## config.mk

```make
export PLATFORM = sky130hd
export DESIGN_NAME = gshare_predictor_flat
export DESIGN_NICKNAME = d
export VERILOG_FILES = /design/src/rtl/gshare_predictor_if.sv /design/src/rtl/gshare_predictor.sv /design/src/flat_wrapper.sv
export SDC_FILE = /design/constraint.sdc
export NUM_CORES = 1
export LEC_CHECK = 0
export CORE_MARGIN = 2
export CORE_UTILIZATION = 50
export DETAILED_ROUTE_END_ITERATION = 7
export PLACE_DENSITY = 0.86
export SYNTH_ARGS = -nofsm -noshare
export SYNTH_HDL_FRONTEND = slang
export SYNTH_SLANG_ARGS = --single-unit
```

## constraint.sdc

```tcl
create_clock -name clk -period 2.3 [get_ports clk]
set_input_delay 0.345 -clock clk [delete_from_list [all_inputs] [get_ports clk]]
set_output_delay 0.345 -clock clk [all_outputs]
set_load 0.02 [all_outputs]
```

## src/rtl/gshare_predictor_if.sv

```systemverilog
// Fetch/EX-side bundle for the gshare direction predictor.
// master: pipeline (fetch request + EX resolve); slave: the predictor.
interface gshare_predictor_if #(
  parameter int IDX_BITS = 6
);
  logic                pred_valid;
  logic [31:0]         pred_pc;
  logic                pred_taken;
  logic [IDX_BITS-1:0] pred_idx;
  logic                upd_valid;
  logic [IDX_BITS-1:0] upd_idx;
  logic                upd_br_en;
  logic                upd_pred_taken;
  logic                mispredict;
  logic [31:0]         br_count;
  logic [31:0]         mp_count;

  modport master (
    output pred_valid, pred_pc, upd_valid, upd_idx, upd_br_en, upd_pred_taken,
    input  pred_taken, pred_idx, mispredict, br_count, mp_count
  );

  modport slave (
    input  pred_valid, pred_pc, upd_valid, upd_idx, upd_br_en, upd_pred_taken,
    output pred_taken, pred_idx, mispredict, br_count, mp_count
  );
endinterface

```

## src/rtl/gshare_predictor.sv

```systemverilog
// Gshare predictor: PHT of 2-bit saturating counters indexed by PC^GHR, trained from EX.
// Optional BP_PERF_CNT_EN adds saturating resolved-branch / mispredict counters.

// One PHT entry: 2-bit saturating direction counter.
module gshare_ctr #(
  parameter logic [1:0] CTR_INIT = 2'b01
) (
  input  logic       clk,
  input  logic       rst,
  input  logic       upd_en,
  input  logic       br_en,
  output logic [1:0] ctr
);
  typedef enum logic [1:0] {SNT = 2'b00, WNT = 2'b01, WT = 2'b10, ST = 2'b11} ctr_t;

  ctr_t state, state_nxt;

  always_ff @(posedge clk) begin
    if (rst) state <= ctr_t'(CTR_INIT);
    else     state <= state_nxt;
  end

  always_comb begin
    state_nxt = state;
    if (upd_en) begin
      case (state)
        SNT:     state_nxt = br_en ? WNT : SNT;
        WNT:     state_nxt = br_en ? WT  : SNT;
        WT:      state_nxt = br_en ? ST  : WNT;
        ST:      state_nxt = br_en ? ST  : WT;
        default: state_nxt = state;
      endcase
    end
  end

  assign ctr = state;
endmodule

module gshare_predictor #(
  parameter int         IDX_BITS = 6,
  parameter int         GHR_BITS = 6,
  parameter logic [1:0] CTR_INIT = 2'b01
) (
  input  logic               clk,
  input  logic               rst,
  gshare_predictor_if.slave  bp
);
  localparam int ENTRIES = 1 << IDX_BITS;

  logic [ENTRIES-1:0][1:0] pht;
  logic [ENTRIES-1:0]      upd_sel;
  logic [GHR_BITS-1:0]     ghr, ghr_nxt;
  logic [IDX_BITS-1:0]     pred_idx;
  logic                    mispredict_q;
  logic                    mp_set;

  // Word-aligned PC bits hashed with history; upper PC bits and byte offset unused.
  assign pred_idx      = bp.pred_pc[IDX_BITS+1:2] ^ IDX_BITS'(ghr);
  assign bp.pred_idx   = pred_idx;
  assign bp.pred_taken = bp.pred_valid & pht[pred_idx][1];

  logic unused_pc;
  assign unused_pc = ^{bp.pred_pc[31:IDX_BITS+2], bp.pred_pc[1:0]};

  for (genvar i = 0; i < ENTRIES; i++) begin : g_pht
    assign upd_sel[i] = bp.upd_valid & (bp.upd_idx == IDX_BITS'(i));
    gshare_ctr #(.CTR_INIT(CTR_INIT)) u_ctr (
      .clk    (clk),
      .rst    (rst),
      .upd_en (upd_sel[i]),
      .br_en  (bp.upd_br_en),
      .ctr    (pht[i])
    );
  end

  if (GHR_BITS == 1) begin : g_ghr1
    assign ghr_nxt = bp.upd_br_en;
  end else begin : g_ghrn
    assign ghr_nxt = {ghr[GHR_BITS-2:0], bp.upd_br_en};
  end

  assign mp_set = bp.upd_valid & (bp.upd_br_en != bp.upd_pred_taken);

  // Lookups read the registered PHT/ghr, so a same-cycle update is seen next cycle.
  always_ff @(posedge clk) begin
    if (rst) begin
      ghr          <= '0;
      mispredict_q <= 1'b0;
    end else begin
      if (bp.upd_valid) ghr <= ghr_nxt;
      mispredict_q <= mp_set;
    end
  end

  assign bp.mispredict = mispredict_q;

`ifdef BP_PERF_CNT_EN
  logic [31:0] br_cnt_q, mp_cnt_q;

  always_ff @(posedge clk) begin
    if (rst) begin
      br_cnt_q <= '0;
      mp_cnt_q <= '0;
    end else begin
      if (bp.upd_valid && (br_cnt_q != 32'hFFFF_FFFF)) br_cnt_q <= br_cnt_q + 32'd1;
      if (mp_set && (mp_cnt_q != 32'hFFFF_FFFF))       mp_cnt_q <= mp_cnt_q + 32'd1;
    end
  end

  assign bp.br_count = br_cnt_q;
  assign bp.mp_count = mp_cnt_q;
`else
  assign bp.br_count = 32'h0;
  assign bp.mp_count = 32'h0;
`endif
endmodule

```

## src/flat_wrapper.sv

```systemverilog
// flat-port wrapper written by rule: the top's interface ports become plain ports
module gshare_predictor_flat 
#(
  parameter int         IDX_BITS = 6,
  parameter int         GHR_BITS = 6,
  parameter logic [1:0] CTR_INIT = 2'b01
)
  (clk, rst, bp_pred_valid, bp_pred_pc, bp_upd_valid, bp_upd_idx, bp_upd_br_en, bp_upd_pred_taken, bp_pred_taken, bp_pred_idx, bp_mispredict, bp_br_count, bp_mp_count);
  gshare_predictor_if #(.IDX_BITS(IDX_BITS)) bp_i ();
  input  logic clk;
  input  logic rst;
  input wire logic [$bits(bp_i.pred_valid)-1:0] bp_pred_valid;
  input wire logic [$bits(bp_i.pred_pc)-1:0] bp_pred_pc;
  input wire logic [$bits(bp_i.upd_valid)-1:0] bp_upd_valid;
  input wire logic [$bits(bp_i.upd_idx)-1:0] bp_upd_idx;
  input wire logic [$bits(bp_i.upd_br_en)-1:0] bp_upd_br_en;
  input wire logic [$bits(bp_i.upd_pred_taken)-1:0] bp_upd_pred_taken;
  output wire logic [$bits(bp_i.pred_taken)-1:0] bp_pred_taken;
  output wire logic [$bits(bp_i.pred_idx)-1:0] bp_pred_idx;
  output wire logic [$bits(bp_i.mispredict)-1:0] bp_mispredict;
  output wire logic [$bits(bp_i.br_count)-1:0] bp_br_count;
  output wire logic [$bits(bp_i.mp_count)-1:0] bp_mp_count;
  assign bp_i.pred_valid = bp_pred_valid;
  assign bp_i.pred_pc = bp_pred_pc;
  assign bp_i.upd_valid = bp_upd_valid;
  assign bp_i.upd_idx = bp_upd_idx;
  assign bp_i.upd_br_en = bp_upd_br_en;
  assign bp_i.upd_pred_taken = bp_upd_pred_taken;
  assign bp_pred_taken = bp_i.pred_taken;
  assign bp_pred_idx = bp_i.pred_idx;
  assign bp_mispredict = bp_i.mispredict;
  assign bp_br_count = bp_i.br_count;
  assign bp_mp_count = bp_i.mp_count;
  gshare_predictor #(.IDX_BITS(IDX_BITS), .GHR_BITS(GHR_BITS), .CTR_INIT(CTR_INIT)) u_core (.clk(clk), .rst(rst), .bp(bp_i));
endmodule
```

## After elaboration in Yosys (flattened, before gate mapping)

Cells that the tools add are included.

| cells by class | value |
|---|---|
| magnitude comparators | 1 |
| equality and inequality tests | 256 |
| multiplexer cells | 70 |
| bitwise operators | 67 |
| reductions and logical operators | 65 |

Operators by type and width:

| kind | number |
|---|---|
| $pmux 2 s4 | 64 |
| $eq 2x2->1 const B | 128 |
| $eq 6x6->1 const B | 32 |
| $eq 2x1->1 const B | 64 |
| $logic_not 2->1 | 64 |
| $eq 6x5->1 const B | 16 |
| $and 1x1->1 | 66 |
| $eq 6x4->1 const B | 8 |
| $eq 6x3->1 const B | 4 |
| $bmux 2 s6 | 1 |
| $eq 6x2->1 const B | 2 |
| $lt 6x7->1 const B | 1 |
| $eq 6x1->1 const B | 1 |
| $logic_not 6->1 | 1 |
| $mux 2 | 3 |
| $xor 6x6->6 | 1 |
| $mux 1 | 2 |
| $ne 1x1->1 | 1 |

| storage, ports and cells | value |
|---|---|
| bits in registers | 135 |
| bits of input ports | 44 |
| output and inout bits | 72 |
| word-level logic and storage cells | 525 |

## Longest topological paths before layout

Gate-level depths: netlist (run 1).

| depth | value |
|---|---|
| depth in word-level cells | 4 |
| depth in mapped cells | 9 |
| depth with buffers taken out | 7 |

## By module

From an unflattened synthesis (run 1), not the netlist that was laid out.

| unflattened totals | value |
|---|---|
| cells, all modules | 1006 |
| area, all modules | 7453.4 µm² |

Modules (own cells, without submodules):

| module | times used | cells each | area an instance (µm²) | sequential area each (µm²) |
|---|---|---|---|---|
| gshare_ctr | 64 | 12 | 88.8 | 40.0 |
| gshare_predictor | 1 | 238 | 1767.9 | 140.1 |

## Worst setup path after synthesis (run 1)

No wires, ideal clock.

| path | value |
|---|---|
| path type | input-to-output |
| start | input bp_pred_pc[2] |
| end | output bp_pred_taken |
| data arrival time | 2084 ps |
| data required time | 1955 ps |
| setup slack | -129 ps |
| cell stages on the path | 7 |
| path buffers | 1 |
| cells stage by stage | xnor2_1 buf_6 clkinv_1 mux4_1 a22oi_1 a21oi_1 a311o_1 |

| between the ends | value |
|---|---|
| word-level cells in the longest chain between the ends | 4 |

Ends and longest elaborated chain:

| item | RTL line | text |
|---|---|---|
| start, declared | flat_wrapper.sv:13 | `input wire logic [$bits(bp_i.pred_pc)-1:0] bp_pred_pc;` |
| $xor 6x6->6 | gshare_predictor.sv:58 | `assign pred_idx = bp.pred_pc[IDX_BITS+1:2] ^ IDX_BITS'(ghr);` |
| via bp_pred_idx[0] | flat_wrapper.sv:19 | `output wire logic [$bits(bp_i.pred_idx)-1:0] bp_pred_idx;` |
| $bmux 2 s6 | gshare_predictor.sv:60 | `assign bp.pred_taken = bp.pred_valid & pht[pred_idx][1];` |
| $mux 2 (implied by the code) | gshare_predictor.sv:60 |  |
| $and 1x1->1 | gshare_predictor.sv:60 |  |
| end, declared | flat_wrapper.sv:18 | `output wire logic [$bits(bp_i.pred_taken)-1:0] bp_pred_taken;` |

The timed path passes the listed nets, and every way through them passes these cells. The select of a mux whose other input is x is not followed.

## Final worst setup path (run 1)

| path | value |
|---|---|
| start | register u_core.ghr[1] |
| end | output bp_pred_taken |

| between the ends | value |
|---|---|
| word-level cells in the longest chain between the ends | 4 |

Ends and longest elaborated chain:

| item | RTL line | text |
|---|---|---|
| start, declared | gshare_predictor.sv:52 | `logic [GHR_BITS-1:0] ghr, ghr_nxt;` |
| start signal, assigned | gshare_predictor.sv:90 | `if (bp.upd_valid) ghr <= ghr_nxt;` |
| $xor 6x6->6 | gshare_predictor.sv:58 |  |
| $bmux 2 s6 | gshare_predictor.sv:60 |  |
| $mux 2 (implied by the code) | gshare_predictor.sv:60 |  |
| $and 1x1->1 | gshare_predictor.sv:60 |  |

Every way passes these cells. The select of a mux whose other input is x is not followed.

==> results.md, run 1 <==
* Die width at about 130 µm
* Design area at ~9300 µm²
* Final Non-Filler Cells at 1,310
* H-tree levels at 4
* Max Slew Vio Count at 0
* Area growth syn-to-layout at 19.9%
* Most common flop cell mapped by yosys: dfxtp_1
* Worst setup EP type: output port
* Hold Crit Class: input pin to flip-flop
* Final ANT Viol Nets at 0
* Buffer levels on the longest clock path at 2
* Synth area leader: dfxtp_1
* Cell family with most CP delay: compound AO/OA/AOI/OAI gates
* Placed Area at ~8700 µm²
* Fin crit period at ~2800 ps
* CTS Sinks at approximately 140
* Leak Pwr at a little under 4 nW
* Setup CP Type: flip-flop to output port
* Drc violations at 0
* Setup WS post-layout at -544 ps
* Worst Path Buf+Inv at 2
* First-pass GRT wire length at 34,200 µm
* Row count at 45
* Pwr dens at between 600 and 700 nW/µm²
* Nets at 1,154
* 1st-pass router iterations at 6
* Antenna violations before repair at 0
* GR Overflow Total at 0
* Async SR Flop Fraction at 0
* Status: finished with violations
* Initial Util at 0.512
* Critical Path, Cell by Cell: xnor2_4 -> buf_12 -> mux4_1 -> a22oi_2 -> a21oi_1 -> a311o_1 -> buf_4
* Sequential area share after synthesis at 0.347
* Fmax achieved at 352 MHz
* Setup crit start kind: flip-flop
* Drt via density at approximately 5.9
* Post-synth EDFFs at 0
* GRT Total Usage at 0.260
* CORE AREA at approximately 15,000 µm²
* Critical path fanouts, max at 3
* Seq cells post-synth at ~140
* Syn Inst Count at between 1,000 and 1,500
* Clock Skew at 7.07 ps
* Vias in the first global route at 6,856
* Post-DP HPWL at 14,200 µm
* VDD IR max at approximately 530 µV
* Syn. warnings at 0
* Most frequent cells in the layout: o21ai_0 (133), dfxtp_1 (133), a21oi_1 (109), nor2_1 (106), buf_4 (102)
* Final Cycle Share at 1.24
* DR WL/cell at between 15 and 20 µm
* Root Driver: clkbuf_16
* PortBufs at 25
* Layout cells sized above 1 at 0.162
* Final hold vios at 0
* Placed Cells at ~1,300
* Failing checks: setup timing
* Inserted Diodes at 0
* Post-Synthesis Cell Area at 7780 µm²
* Largest net degree at the start of global routing at approximately 150
* Routed via count at about 7,700
* Starting DRT DRC Count at 862
* CTS tree: done
* Mapped Avg Cell Area at between 7 and 8 µm²
* Final Routed Wirelength at about 21,000 µm
* Clock transition at path regs at about 60 ps
* Worst path required time at 1960 ps
* Max Cap Viol at 0
* Hold-fix buffers, CTS at 0
* Synth top area share at 0.347
* Slowest stage cell on the critical path: mux4_1
* Crit path arrival time at between 2000 and 3000 ps
* CTS Buf Count at 17
* Worst Tran Pin Value at approximately 510 ps
* Relative slew margins at 0.659
* Final Setup Violations at 1
* Cell variety after synth at between 40 and 50
* Die H at 129 µm
* CP max stage delay at between 500 and 600 ps
* RePlAce Congestion at ~0.90
* Ports at between 100 and 150
* Synth top area cells: dfxtp_1 (35%), o21ai_0 (8.6%), a21oi_1 (7.0%), buf_4 (6.2%), nor2_1 (5.1%)
* Die area at 16,600 µm²
* RSZ-0062 raised after global routing: yes
* Skew-Pair Late Insertion Delay at about 420 ps
[routing by layer]
metal	share of wire	up-vias	track usage
met5	0	-	0
met4	0.034	0	0.111
met3	0.086	50	0.0711
met2	0.46	331	0.410
met1	0.42	3562	0.338
li1	-	3731	-
[area by class of cell]
cell class | count | area, µm²
clock buffer | 23 | 488
inverter | 28 | 110
timing repair buffer | 134 | 1150
multi-input combinational | 794 | 4520
sequential | 135 | 2710
tap | 188 | 235
fill | 1269 | 5880
clock inverter | 8 | 120
[power breakdown]
part / internal, mW / leakage [nW] / switching (mW)
Clock: 1.81 / 0.295 / 1.01
Combinational: 0.355 / 2.48 / 0.511
Sequential: 2.43 / 1.09 / 0.0911
Total: 4.59 / 3.87 / 1.61
[synthesized netlist by cell type (all sizes together) (2+ instances only)]
master and instances:
clkbuf 58, nor3 14, buf 69, and2 22, xor2 2, mux2i 7, mux4 13, inv 27
xnor2 5, nand2 85, nand3b 11, or2 14, a22oi 5, nand2b 14, dfxtp 135, nor2b 4
o21a 8, nor2 106, o21ai 133, o311ai 22, nand4 5, a21oi 109, nand3 29, a31oi 2
o31ai 43, and3 45, o221ai 20
[per-stage QoR]
stage	hold slack, ps	utilization	TNS (ps)	setup slack (ps)	power (mW)
floorplan	457	-	0	10.5	3.14
global placement	469	0.572	-1210	-1070	3.38
detailed placement	478	0.572	-1270	-1080	3.40
CTS	271	0.613	-531	-531	6.21
global route	311	0.613	-601	-601	6.43
finish	282	0.613	-544	-544	6.21
[kinds of logic (layout without fill, tap and decap cells)]
family                 count (synthesis)  count (layout)  synth area share
buffers and inverters                155             193             0.107
AND/OR/NAND/NOR                      356             356             0.222
multiplexers                          20              20            0.0486
flip-flops                           135             135             0.347
XOR/XNOR                               7               7            0.0103
AO/OA/AOI/OAI                        347             347             0.265
other                                  1              64          0.000482
[state kept, by name, summed over array words and instances, names as in the netlist]
name and cells:
u_core.g_pht.u_ctr.ctr 128, u_core.bp.mispredict 1, u_core.ghr 6
[repair_timing]
action	in CTS	in global routing
endpoints found under the setup margin	3	1
buffers inserted	0	0
gates resized for setup	18	2
pin swaps	3	4
[final timing paths]
path / start / to / slack, ps / depth (start not counted)
setup / recovery: u_core.ghr[1]$_SDFFE_PP0P_ / bp_pred_taken / -540 / 7
hold / removal: rst / u_core.g_pht[49].u_ctr.ctr[1]$_SDFFE_PP0P_ / 280 / 2
setup reg to reg: u_core.g_pht[13].u_ctr.ctr[1]$_SDFFE_PP0P_ / u_core.g_pht[13].u_ctr.ctr[0]$_SDFFE_PP1P_ / 1150 / 4
hold reg to reg: u_core.g_pht[52].u_ctr.ctr[0]$_SDFFE_PP1P_ / u_core.g_pht[52].u_ctr.ctr[1]$_SDFFE_PP0P_ / 490 / 2
Power figures use the tool's default switching activity.
==> inputs of run 2 (changes only) <==
CAP_MARGIN = 5   (was not set)
==> results of run 2 <==
No change in the layout: final DEF, timing and power equal those of run 1.
==> inputs of run 3 (changes only) <==
SETUP_SLACK_MARGIN = 0.02   (was not set)
==> run 3 against run 2 <==
Compared with the run above: the flow still finishes with violations (setup timing); clock power shrank 2%; sequential power barely moved; routed wire length grew 0.67%; hold slack gained 110 ps; final area increased by 1.1%; combinational power is 3.1% higher; critical path type unchanged; critical endpoint unchanged; largest cell class unchanged.
==> results.md, run 3 (synthesized netlist as in run 1, its figures left out) <==
* Status: finished with violations
* Failing checks: setup timing
* Setup crit start kind: flip-flop
* Clock transition at path regs at 70 ps (about the same)
* Row count at 45 (unchanged)
* PortBufs at 25 (unchanged)
* Buffer levels on the longest clock path at 2 (unchanged)
* Cell family with most CP delay: compound AO/OA/AOI/OAI gates
* Die area at 16,600 µm² (unchanged)
* Starting DRT DRC Count at 876 (+1.6%)
* Max Cap Viol at 0 (unchanged)
* Worst r2r path cells at 4 (unchanged)
* Placed Area at 8730 µm² (+0.40%)
* Fmax achieved at 353 MHz (+0.28%)
* Max Slew Vio Count at 0 (unchanged)
* Hold-fix buffers, CTS at 0 (unchanged)
* Fin crit period at 2840 ps (-8.07 ps)
* 1st-pass router iterations at 5 (-1)
* Hold Crit Class: input pin to flip-flop
* Routed via count at 7,767 (+1.2%)
* Vias in the first global route at 6,827 (-0.42%)
* Total power at 6.18 mW (-0.42%)
* Worst Hold End: u_core.g_pht[33].u_ctr.ctr[0]$_SDFFE_PP1P_
* Most frequent cells in the layout: o21ai_0 (133), dfxtp_1 (133), buf_4 (112), a21oi_1 (109), nor2_1 (105)
* Critical path fanouts, max at 5 (+2)
* HP Start: rst
* CTS Sinks at 135 (unchanged)
* Hold path depth at 4 (+2)
* Crit path arrival time at 2490 ps (about the same)
* CTS tree: done
* RePlAce Congestion at 0.949 (+5.1%)
* Drc violations at 0 (unchanged)
* Nets at 1,164 (+0.87%)
* Worst Path Buf+Inv at 3 (+1)
* Flop2flop setup slack at 1150 ps (about the same)
* Final Routed Wirelength at 21,400 µm (+0.67%)
* Final Cycle Share at 1.23 (-0.00351)
* Worst setup EP type: output port
* Final Non-Filler Cells at 1,321 (+0.84%)
* DR WL/cell at 16.2 µm (-0.17%)
* GRT Total Usage at 0.261 (+0.000831)
* First-pass GRT wire length at 34,400 µm (+0.61%)
* Area growth syn-to-layout at 21.2%
* Max reg flops at 128 (unchanged)
* Largest net degree at the start of global routing at 71 (-53%)
* Root Driver: clkbuf_16
* Initial Util at 0.512 (unchanged)
* CP max stage delay at 500 ps (-60 ps)
* Ports at 116 (unchanged)
* Skew-Pair Late Insertion Delay at 420 ps (about the same)
* Clock Skew at 5.23 ps (-1.84 ps)
* GR Overflow Total at 0 (unchanged)
* Final Setup Violations at 1 (unchanged)
* Leak Pwr at 3.92 nW (+1.4%)
* Reg-to-reg endpoint: u_core.g_pht[13].u_ctr.ctr[0]$_SDFFE_PP1P_
* Critical Path, Cell by Cell: xnor2_4 -> buf_4 -> buf_16 -> mux4_2 -> a22oi_2 -> a21oi_1 -> a311o_1 -> buf_6
* Final ANT Viol Nets at 0 (unchanged)
* Design area at 9430 µm² (+1.1%)
* Die width at 129 µm (unchanged)
* Inserted Diodes at 0 (unchanged)
* Placed Cells at 1,283 (+0.31%)
* Layout cells sized above 1 at 0.173 (+0.0108)
* CTS Buf Count at 17 (unchanged)
* Post-DP HPWL at 14,400 µm (+1.4%)
* Worst path required time at 1960 ps (about the same)
* Drt via density at 5.88 (+0.37%)
* Slowest stage cell on the critical path: mux4_2
* Die H at 129 µm (unchanged)
* Setup CP Type: flip-flop to output port
* Setup WS post-layout at -536 ps (+8.07 ps)
* Antenna violations before repair at 0 (unchanged)
* H-tree levels at 4 (unchanged)
* Pwr dens at 655 nW/µm² (-1.5%)
* Final hold vios at 0 (unchanged)
* CORE AREA at 15,200 µm² (unchanged)
* RSZ-0062 raised after global routing: yes
* Reg-to-Reg Start: u_core.g_pht[13].u_ctr.ctr[1]$_SDFFE_PP0P_
* Setup_tns at -536 ps (+8.07 ps)
* VDD IR max at 529 µV (-0.10%)
==> run 3: cell count changes in the layout (fill, tap and decap cells not counted), moves of 2 or more <==
cell      delta
inv_6        +7
buf_4       +10
buf_6        -2
clkbuf_8     -4
clkbuf_1     -2
==> run 3: how the worst max path moves through the flow <==
stage	from	to	slack, ps	cells past startpoint
final	u_core.ghr[0]$_SDFFE_PP0P_	bp_pred_taken	-540	8
after global routing	u_core.ghr[0]$_SDFFE_PP0P_	bp_pred_taken	-590	8
after CTS	u_core.ghr[1]$_SDFFE_PP0P_	bp_pred_taken	-520	6
after detailed placement	bp_pred_pc[3]	bp_pred_taken	-1070	7
after global placement	bp_pred_pc[3]	bp_pred_taken	-1060	7
after floorplan	u_core.ghr[0]$_SDFFE_PP0P_	bp_pred_taken	60	6
==> run 3: area by class of cell <==
class	count	area (µm²)
fill	1231	5770
multi-input combinational	794	4550
sequential	135	2710
timing repair buffer	144	1240
clock buffer	17	425
tap	188	235
clock inverter	15	166
inverter	28	106
==> run 3: worst min-delay path, stage by stage <==
cell and delay (ps):
buf_2 120, inv_2 50, buf_12 180, nand2_1 80
==> run 3: where the power goes <==
part | internal [mW] | leakage (nW) | switching, mW | total [mW]
clock network | 1.62 | 0.282 | 1.15 | 2.77
registers | 2.43 | 1.10 | 0.0920 | 2.52
logic | 0.375 | 2.55 | 0.517 | 0.893
total | 4.42 | 3.92 | 1.76 | 6.18
==> run 3: per-layer routing <==
layer,GRT usage,share of wire,vias to the layer above
met1,0.351,0.43,3636
met4,0.0959,0.025,0
met3,0.0690,0.087,43
li1,-,-,3749
met2,0.406,0.46,339
met5,0,0,-
==> run 3: stage by stage <==
| stage | setup slack [ps] | hold slack (ps) | util |
|---|---|---|---|
| floorplan | 63.3 | 457 | - |
| CTS | -525 | 359 | 0.619 |
| global placement | -1060 | 470 | 0.575 |
| global route | -590 | 396 | 0.620 |
| finish | -536 | 388 | 0.620 |
| detailed placement | -1070 | 474 | 0.575 |
==> run 3: repair_timing <==
| item | 4_1_cts | 5_1_grt |
|---|---|---|
| buffers inserted | 4 | 1 |
| setup endpoints to repair | 3 | 3 |
| gates cloned | 1 | 0 |
| resized for setup | 19 | 3 |
| pin swaps | 2 | 3 |
